[src/rtl/seg_display_scan.sv]
// Four-digit multiplexed 7-segment scanner: three code digits plus a lock-status
// glyph, one digit per refresh slot, a one-cycle dark gap between digits, and cursor blink.
module seg_display_scan #(
  parameter int SCAN_DIV   = 50000,
  parameter int BLINK_HALF = 100
) (
  input  logic       clk,
  input  logic       rst,
  input  logic [3:0] Value0,
  input  logic [3:0] Value1,
  input  logic [3:0] Value2,
  input  logic [1:0] Cursor,
  input  logic       EditEn,
  input  logic       Lock,
  output logic [6:0] Seg,
  output logic [3:0] An
);

  localparam int SW = (SCAN_DIV > 1) ? $clog2(SCAN_DIV) : 1;
  localparam int BW = (BLINK_HALF > 1) ? $clog2(BLINK_HALF) : 1;

  logic [SW-1:0] scan_cnt_q, scan_cnt_d;
  logic [BW-1:0] blink_cnt_q, blink_cnt_d;
  logic [1:0]    idx_q, idx_d;
  logic          phase_q, phase_d;
  logic          dead_q, dead_d;
  logic [6:0]    seg_q, seg_d;
  logic [3:0]    an_q, an_d;

  logic          tick;
  logic [3:0]    cur_val;
  logic [6:0]    digit_pat;
  logic [6:0]    pat;

  assign tick = (scan_cnt_q == SW'(SCAN_DIV - 1));

  always_comb begin
    cur_val = Value0;
    case (idx_q)
      2'd0:    cur_val = Value0;
      2'd1:    cur_val = Value1;
      2'd2:    cur_val = Value2;
      default: cur_val = Value0;
    endcase
  end

  always_comb begin
    digit_pat = 7'h40;
    case (cur_val)
      4'd0:    digit_pat = 7'h3F;
      4'd1:    digit_pat = 7'h06;
      4'd2:    digit_pat = 7'h5B;
      4'd3:    digit_pat = 7'h4F;
      4'd4:    digit_pat = 7'h66;
      4'd5:    digit_pat = 7'h6D;
      4'd6:    digit_pat = 7'h7D;
      4'd7:    digit_pat = 7'h07;
      4'd8:    digit_pat = 7'h7F;
      4'd9:    digit_pat = 7'h6F;
      default: digit_pat = 7'h40;
    endcase
  end

  // Cursor value 3 can never equal a code-digit index, so the idx==3 check excludes it.
  always_comb begin
    pat = 7'h00;
    if (idx_q == 2'd3) begin
      pat = Lock ? 7'h38 : 7'h3E;
    end else if (EditEn && (Cursor == idx_q) && phase_q) begin
      pat = 7'h00;
    end else begin
      pat = digit_pat;
    end
  end

  always_comb begin
    scan_cnt_d  = scan_cnt_q + SW'(1);
    blink_cnt_d = blink_cnt_q;
    idx_d       = idx_q;
    phase_d     = phase_q;
    dead_d      = dead_q;
    seg_d       = pat;
    an_d        = an_q;
    if (tick) begin
      scan_cnt_d = '0;
      idx_d      = idx_q + 2'd1;
      an_d       = 4'b1111;
      seg_d      = 7'h00;
      dead_d     = 1'b1;
      if (blink_cnt_q == BW'(BLINK_HALF - 1)) begin
        blink_cnt_d = '0;
        phase_d     = ~phase_q;
      end else begin
        blink_cnt_d = blink_cnt_q + BW'(1);
      end
    end else if (dead_q) begin
      an_d   = ~(4'b0001 << idx_q);
      dead_d = 1'b0;
    end
  end

  always_ff @(posedge clk or negedge rst) begin
    if (!rst) begin
      scan_cnt_q  <= '0;
      blink_cnt_q <= '0;
      idx_q       <= 2'd3;
      phase_q     <= 1'b0;
      dead_q      <= 1'b0;
      seg_q       <= 7'h00;
      an_q        <= 4'b1111;
    end else begin
      scan_cnt_q  <= scan_cnt_d;
      blink_cnt_q <= blink_cnt_d;
      idx_q       <= idx_d;
      phase_q     <= phase_d;
      dead_q      <= dead_d;
      seg_q       <= seg_d;
      an_q        <= an_d;
    end
  end

  assign Seg = seg_q;
  assign An  = an_q;

endmodule

[config.mk]
export PLATFORM = sky130hd
export DESIGN_NAME = seg_display_scan
export DESIGN_NICKNAME = d
export VERILOG_FILES = /design/src/rtl/seg_display_scan.sv
export SDC_FILE = /design/constraint.sdc
export NUM_CORES = 1
export LEC_CHECK = 0
export BUFFER_PORTS_ARGS = -buffer_cell sky130_fd_sc_hd__buf_2
export CORE_UTILIZATION = 35
export CTS_CLUSTER_DIAMETER = 30
export DETAILED_ROUTE_END_ITERATION = 16
export GPL_ROUTABILITY_DRIVEN = 0
export PLACE_DENSITY = 0.59
export SYNTH_ARGS = -nofsm -noshare
export SYNTH_HDL_FRONTEND = slang
export SYNTH_SLANG_ARGS = --single-unit
[constraint.sdc]
create_clock -name clk -period 3.95 [get_ports clk]
set_input_delay 0 -clock clk [delete_from_list [all_inputs] [get_ports clk]]
set_output_delay 0 -clock clk [all_outputs]
set_load 0.1 [all_outputs]
==> out/metrics.cfg, run 1 <==
[cells_and_area]
diodes=0
num-fill-cells=507
layout_commonest_cell=dfrtp_1
finish.cell_count_without_fillers=296
fin_nets=253
layout-drive-gt1-share_pct=20.4
register_area_um2=958
layout_common_cells=32 x dfrtp_1, 28 x buf_2, 27 x nand2_1
area_delta_synth_final_pct=15.4
multiInputGateArea_um2=928

[clocking]
path_clk_slew_ns=0.07
cts_setup_buffers=0
numClockSinks=38
root_buffer=clkbuf_8
ctsResizeCount=0
clock_path_buffers=2
clock_latency_ns=0.29
cts_tree=built
cts.htree.levels=2
cts_buffers=5

[critical_path]
cp_slowest_cell=dfstp_2
worstRegToRegCells=8
critPathLaunchType=register
reg2reg_to=Seg[5]
worstPathRequired_ns=4.14
cp.arrival_ns=2.60
cpPeakStageDelay_ns=0.57
crit_end=Seg[5]
cp_cell_sequence=inv_1 -> ha_1 -> mux2i_1 -> inv_1 -> ha_1 -> o21ai_0 -> a21oi_1 -> o31ai_1
reg2reg_slack_ns=1.54
worst-path-max-fanout=8
worstSetupStartpoint=idx_q[0]
reg2reg_from=idx_q[0]
critPathKind=register to register
endpoint_kind=register

[synthesis]
netlist_area_um2=1940
syn_area_per_cell_um2=10.0
synth_warnings=0
synth_flop_cell=dfrtp_1
synth_nets=222
netlist_instances=194
synth_seq_area_share_pct=49.3
synth-seq-cells=38
ys_async_sr_fraction_pct=100
synth.distinct_cells=42
synth_edf_count=0

[timing]
fin_crit_ns=2.41
finalMaxSlewViolations=0
rsz0062_at_grt=false
worst_slew_pin_slew_ns=0.815
setup_viol=0
finalClockSkew_ns=0.00810
fin_ws_ns=1.54
hold_violations=0
min_period_over_period_pct=61.0
holdWs_ns=0.0477
slew_headroom_pct=45.7
setup-tns-final_ns=0
max_freq_ghz=0.415

[place]
placed_cells=287
port_buffers=28
place_hpwl_um=2610
pre_cts_ws_ns=1.56

[floorplanning]
core_um2=5240
rows=26
die_w_um=76.5
die_area_um2=5860
start_util_pct=37.1
die_h_um=76.5
num_io_pins=29

[global_routing]
antenna_found_initial=0
grt_max_degree=39
grt_pass1_vias=1416
grt_pass1_wl_um=6470
grt_use_total_pct=14.0
overflow=0

[route]
avgRoutedWirePerCell_um=12.2
drtIter0Drc=68
num_vias=1413
drtAntennaViolNets=0
drc=0
routed_wl_um=3630
vias_per_cell=4.77
firstDrtPassIters=6

[min_path]
hold_path_class=input port to register

[pwr]
power_density_nw_per_um2=337
vdd_ir_drop_max_uv=188
p_leak_uw=0.00106

[status]
outcome=finished clean

[run]
cap_viol_max_count=0

-- through the flow --
step           instance area [um2]  total power (uW)  utilization, %
6_report                      2240               755            42.8
5_1_grt                       2240               786            42.8
4_1_cts                       2240               766            42.8
3_5_place_dp                  2140               492            40.9
3_3_place_gp                  2140               492            40.9
2_1_floorplan                 1940               465               -
-- worst max-delay path: cells and delay by family, from the launching register on --
kind | cells | cell delay, ns
compound gates | 3 | 0.50
mux | 1 | 0.40
flops | 1 | 0.57
fa+ha+maj | 2 | 0.65
buf+inv | 2 | 0.20
-- per-layer routing --
metal,wire length (um),track usage (%)
met1,1880,19.9
met2,1520,19.5
met3,133,3.35
met4,89,7.50
met5,0,0
-- final cells by class --
class,count,area share [%]
Sequential cell,38,42.7
Multi-Input combinational cell,144,41.4
Timing Repair Buffer,29,6.69
Tap cell,70,3.90
Clock buffer,7,3.85
Inverter,7,1.23
Clock inverter,1,0.223
-- sequential cells by signal, summed over array words and instances, names as in the netlist --
register	cells
blink_cnt_q	7
An	4
idx_q	2
dead_q	1
phase_q	1
Seg	7
scan_cnt_q	16
-- cell usage after synthesis, types with 2 or more instances --
| cell | n | share of area [%] |
|---|---|---|
| xnor2_1 | 8 | 3.6 |
| nor3_1 | 5 | 1.3 |
| inv_1 | 6 | 1.2 |
| dfstp_2 | 6 | 8.1 |
| o31ai_1 | 3 | 1.2 |
| nand4_1 | 3 | 0.97 |
| o21ai_1 | 2 | 0.51 |
| nand3_1 | 9 | 2.3 |
| a21o_1 | 3 | 1.2 |
| nor4_1 | 2 | 0.64 |
| mux2i_1 | 4 | 2.1 |
| nor2_1 | 14 | 2.7 |
| clkbuf_1 | 3 | 0.58 |
| nand2_1 | 27 | 5.2 |
| dfrtp_1 | 32 | 41 |
| and3_1 | 4 | 1.3 |
| a21oi_1 | 6 | 1.5 |
| a31oi_1 | 2 | 0.64 |
| ha_1 | 10 | 6.4 |
| o21ai_0 | 12 | 3.1 |
| a22o_1 | 2 | 0.90 |
| a22oi_1 | 2 | 0.77 |
| xor2_1 | 10 | 4.5 |
-- power breakdown --
group,leakage [uW],internal (uW),switching (uW),total [uW]
Combinational,0.000536,19.5,68.5,88.0
Clock,0.0000482,141,130,271
Sequential,0.000478,395,1.18,396
-- worst min-delay path by stage --
| stage | startpoint | end | slack [ns] | cells past startpoint |
|---|---|---|---|---|
| CTS | Lock | Seg[2] | 0.04 | 3 |
| global placement | rst | scan_cnt_q[11] | 0.16 | 1 |
| finish | Lock | Seg[1] | 0.05 | 3 |
| global route | Lock | Seg[2] | 0.05 | 3 |
| detailed placement | rst | scan_cnt_q[11] | 0.15 | 1 |
| floorplan | rst | Seg[0] | -0.30 | 0 |
-- cell families after synthesis --
group,after synthesis,synth area share (%)
muxes,5,2.77
adders and majority gates,10,6.44
DFF,38,49.3
xor gates and xnor gates,18,8.11
AOI/OAI and AO/OA,35,10.9
and+or+nand+nor,76,19.5
buffers and inverters,12,2.96
-- timing repair --
action,in CTS,in global routing
hold buffers,1,0
endpoints found under the hold margin,32,0
setup endpoints to repair,0,0
No activity file was read; power rests on OpenSTA's default activity.
==> run 2: changes to the inputs <==
Clock period 3.95 ns to 2.3 ns, I/O delays scaled along.
==> out/metrics.cfg, run 2 (synthesis gave the netlist of run 1 again) <==
[status]
outcome=finished clean

[cells_and_area]
layout-drive-gt1-share_pct=25.9
area_delta_synth_final_pct=21.6
final_area_um2=2360
largest_reg_flops=16
top_register=scan_cnt_q
layout_commonest_cell=dfrtp_1
layout_common_cells=32 x dfrtp_1, 28 x buf_2, 27 x nand2_1
diodes=0
num-fill-cells=487
fin_nets=260

[global_routing]
grt_max_degree=39
overflow=0
grt_pass1_wl_um=6520
grt_use_total_pct=14.0
antenna_found_initial=0
grt_pass1_vias=1503

[route]
drtAntennaViolNets=0
vias_per_cell=4.81
firstDrtPassIters=4
drtIter0Drc=55
routed_wl_um=3690
avgRoutedWirePerCell_um=12.2
drc=0
num_vias=1452

[pwr]
clockPowerShare_pct=40.4
power_frac_comb_pct=11.2
vdd_ir_drop_max_uv=329
switchingPower_uw=343
power_density_nw_per_um2=594
pwr-share-seq_pct=48.4
intPower_uw=1060
sw_frac_of_total_pct=24.4
p_leak_uw=0.00111

[place]
pre_cts_ws_ns=-0.0353
port_buffers=28
placed_area_um2=2180
place_hpwl_um=2600

[timing]
max_freq_ghz=0.472
setup-tns-final_ns=0
holdWs_ns=0.0461
fin_crit_ns=2.12
finalClockSkew_ns=0.00781
setup_viol=0
finalMaxSlewViolations=0
min_period_over_period_pct=92.2
hold_violations=0
worst_slew_pin_slew_ns=0.815
slew_headroom_pct=45.7
fin_ws_ns=0.180

[floorplanning]
die_w_um=76.5
die_area_um2=5860
die_h_um=76.5
num_io_pins=29
start_util_pct=37.1
core_um2=5240
rows=26

[critical_path]
reg2reg_slack_ns=0.18
cp_cell_sequence=inv_2 -> ha_4 -> buf_4 -> mux2i_4 -> buf_4 -> mux2i_1 -> o21ai_0 -> and3_1
cpMostUsedCell=buf_4
worst-path-max-fanout=6
critPathKind=register to register
cpPeakStageDelay_ns=0.58
reg2reg_from=idx_q[1]
worstRegToRegCells=8
endpoint_kind=register
cp_top_family=flip-flops
worstPathRequired_ns=2.47
path_buf_inv=3
reg2reg_to=Seg[4]
cp.arrival_ns=2.29
critPathLaunchType=register
cp_slowest_cell=dfstp_2

[clocking]
cts_buffers=5
cts.htree.levels=2
clock_path_buffers=2
clock_latency_ns=0.29
root_buffer=clkbuf_8
path_clk_slew_ns=0.07
numClockSinks=38
cts_tree=built

[run]
cap_viol_max_count=0

[min_path]
hold_depth=3
worstHoldStart=Lock
hold_end=Seg[1]
hold_path_class=input port to register

-- run 2: stage by stage --
stage               instances  total power, uW  utilization, %
floorplan                 194              800               -
global placement          291              847            41.5
detailed placement        291              848            41.5
CTS                       299             1420            44.0
global route              302             1470            45.2
finish                    302             1410            45.2
-- run 2: routing by layer --
metal	global-route usage, %	up-vias	part of all wire (%)
met2	22.7	23	44
li1	-	745	-
met3	3.83	6	3.7
met4	5.77	0	1.4
met1	17.7	678	51
met5	0	-	0
-- run 2: repair_timing --
action,in CTS,in global routing
resized for setup,1,9
hold endpoints to repair,32,0
setup endpoints to repair,5,7
hold buffers,1,0
pin swaps,0,2
buffers inserted,0,3
-- run 2: worst register-to-register path, cell delays in order (launching register included) --
cell and delay (ns):
dfstp_2 0.58, inv_2 0.08, ha_4 0.31, buf_4 0.13
mux2i_4 0.28, buf_4 0.19, mux2i_1 0.18, o21ai_0 0.08
and3_1 0.17
-- run 2: worst max-delay path by stage --
stage	start	endpoint	slack (ns)	cells after the start
after global placement	idx_q[1]	Seg[4]	0.07	9
after detailed placement	idx_q[1]	Seg[4]	-0.04	9
after global routing	idx_q[0]	Seg[6]	-0.0004	9
after CTS	idx_q[1]	Seg[5]	0.04	8
after floorplan	idx_q[0]	Seg[5]	0.02	9
final	idx_q[1]	Seg[4]	0.18	8
-- run 2: final cells by class --
cell class | instances | area [um2] | area share (%)
Sequential cell | 38 | 958 | 40.5
Clock inverter | 1 | 30.0 | 1.27
Clock buffer | 6 | 82.6 | 3.49
Timing Repair Buffer | 36 | 203 | 8.57
Multi-Input combinational cell | 144 | 976 | 41.3
Inverter | 7 | 27.5 | 1.16
Tap cell | 70 | 87.6 | 3.70
-- run 2: power groups by stage --
stage	sequential [uW]	combinational, uW	clock, uW
6_report	681	158	567
5_1_grt	681	170	615
4_1_cts	680	156	587
3_5_place_dp	693	155	0
3_3_place_gp	693	154	0
2_1_floorplan	770	29.7	0
==> run 3: changes to the inputs <==
Settings changed: RECOVER_POWER set to 50.
==> out/metrics.cfg, run 3 (synthesis gave the netlist of run 1 again) <==
[min_path]
hold_end=Seg[1]
hold_depth=3
worstHoldStart=Lock
hold_path_class=input port to register

[place]
place_hpwl_um=2600
placed_area_um2=2180
pre_cts_ws_ns=-0.0353
port_buffers=28

[route]
drc=0
routed_wl_um=3700
num_vias=1454
vias_per_cell=4.81
avgRoutedWirePerCell_um=12.3
drtAntennaViolNets=0
drtIter0Drc=56
firstDrtPassIters=4

[global_routing]
antenna_found_initial=0
grt_use_total_pct=14.0
overflow=0
grt_max_degree=39
grt_pass1_vias=1503
grt_pass1_wl_um=6520

[floorplanning]
core_um2=5240
die_w_um=76.5
die_area_um2=5860
start_util_pct=37.1
num_io_pins=29
die_h_um=76.5
rows=26

[critical_path]
cp_top_family=flip-flops
cp_slowest_cell=dfstp_2
critPathKind=register to register
reg2reg_from=idx_q[1]
reg2reg_slack_ns=0.18
cpMostUsedCell=buf_4
endpoint_kind=register
cp_cell_sequence=inv_2 -> ha_4 -> buf_4 -> mux2i_4 -> buf_4 -> mux2i_1 -> o21ai_0 -> and3_1
reg2reg_to=Seg[4]
path_buf_inv=3
worstPathRequired_ns=2.47
worst-path-max-fanout=6
cp.arrival_ns=2.29
critPathLaunchType=register
cpPeakStageDelay_ns=0.58
worstRegToRegCells=8

[timing]
max_freq_ghz=0.472
finalMaxSlewViolations=0
fin_crit_ns=2.12
finalClockSkew_ns=0.00782
fin_ws_ns=0.180
hold_violations=0
setup_viol=0
holdWs_ns=0.0515
slew_headroom_pct=22.4
min_period_over_period_pct=92.2
worst_slew_pin_slew_ns=1.17

[status]
outcome=finished clean

[cells_and_area]
num-fill-cells=493
area_delta_synth_final_pct=21.2
fin_nets=260
final_area_um2=2360
top_register=scan_cnt_q
largest_reg_flops=16
layout_common_cells=32 x dfrtp_1, 27 x nand2_1, 20 x buf_2
diodes=0
finish.utilization_pct=45.0
layout-drive-gt1-share_pct=22.8
layout_commonest_cell=dfrtp_1

[run]
cap_viol_max_count=0

[pwr]
power.total_uw=1400
vdd_ir_drop_max_uv=329
power_density_nw_per_um2=596
p_leak_uw=0.00109

[clocking]
cts_buffers=5
path_clk_slew_ns=0.07
cts_tree=built
numClockSinks=38
cts.htree.levels=2
clock_latency_ns=0.29
root_buffer=clkbuf_8
clock_path_buffers=2

## run 3: changes by cell type in the layout (fill, tap and decap cells not counted), sizes merged
cell / delta
clkbuf: +8
buf: -8
## run 3: area by class of cell
class                      instances  area [um2]  share of cell area [%]
inverter                           7        27.5                    1.17
timing repair buffer              36         194                    8.23
clock buffer                       6        82.6                    3.51
multi-input combinational        144         976                    41.4
tap                               70        87.6                    3.72
sequential                        38         958                    40.7
clock inverter                     1        30.0                    1.27
## run 3: metal layers
layer  up-vias  part of all wire (%)  track usage [%]  wire length (um)
li1        746                     -                -                 -
met1       681                    51             17.7              1880
met2        21                    44             22.7              1630
met3         6                   3.7             3.83               137
met4         0                   1.4             5.77                52
met5         -                     0                0                 0
## run 3: timing repair
item | CTS | global route
endpoints found under the setup margin | 5 | 7
buffers inserted | 0 | 3
hold buffers | 1 | 0
hold endpoints to repair | 32 | 0
gates resized for setup | 1 | 9
pin swaps | 0 | 2
## run 3: report_power, final
part	internal [uW]	switching, uW	leakage [uW]
Combinational	34.4	120	0.000558
Clock	347	221	0.0000573
Sequential	679	2.60	0.000478
## run 3: worst max-delay path by stage
stage / from / end / depth (start not counted)
after floorplan: idx_q[0] / Seg[5] / 9
after global placement: idx_q[1] / Seg[4] / 9
after detailed placement: idx_q[1] / Seg[4] / 9
after CTS: idx_q[1] / Seg[5] / 8
after global routing: idx_q[0] / Seg[6] / 9
final: idx_q[1] / Seg[4] / 8
## run 3: per-stage QoR
stage	setup TNS, ns	cells
after floorplan	0	194
after global placement	0	291
after detailed placement	-0.0380	291
after CTS	0	299
after global routing	-0.000384	302
final	0	302
## run 3: tightest hold or removal path: cells and delay by family
family | cells | cell delay, ns
simple gates | 1 | 0.13
buf+inv | 1 | 0.07
compound gates | 1 | 0.08
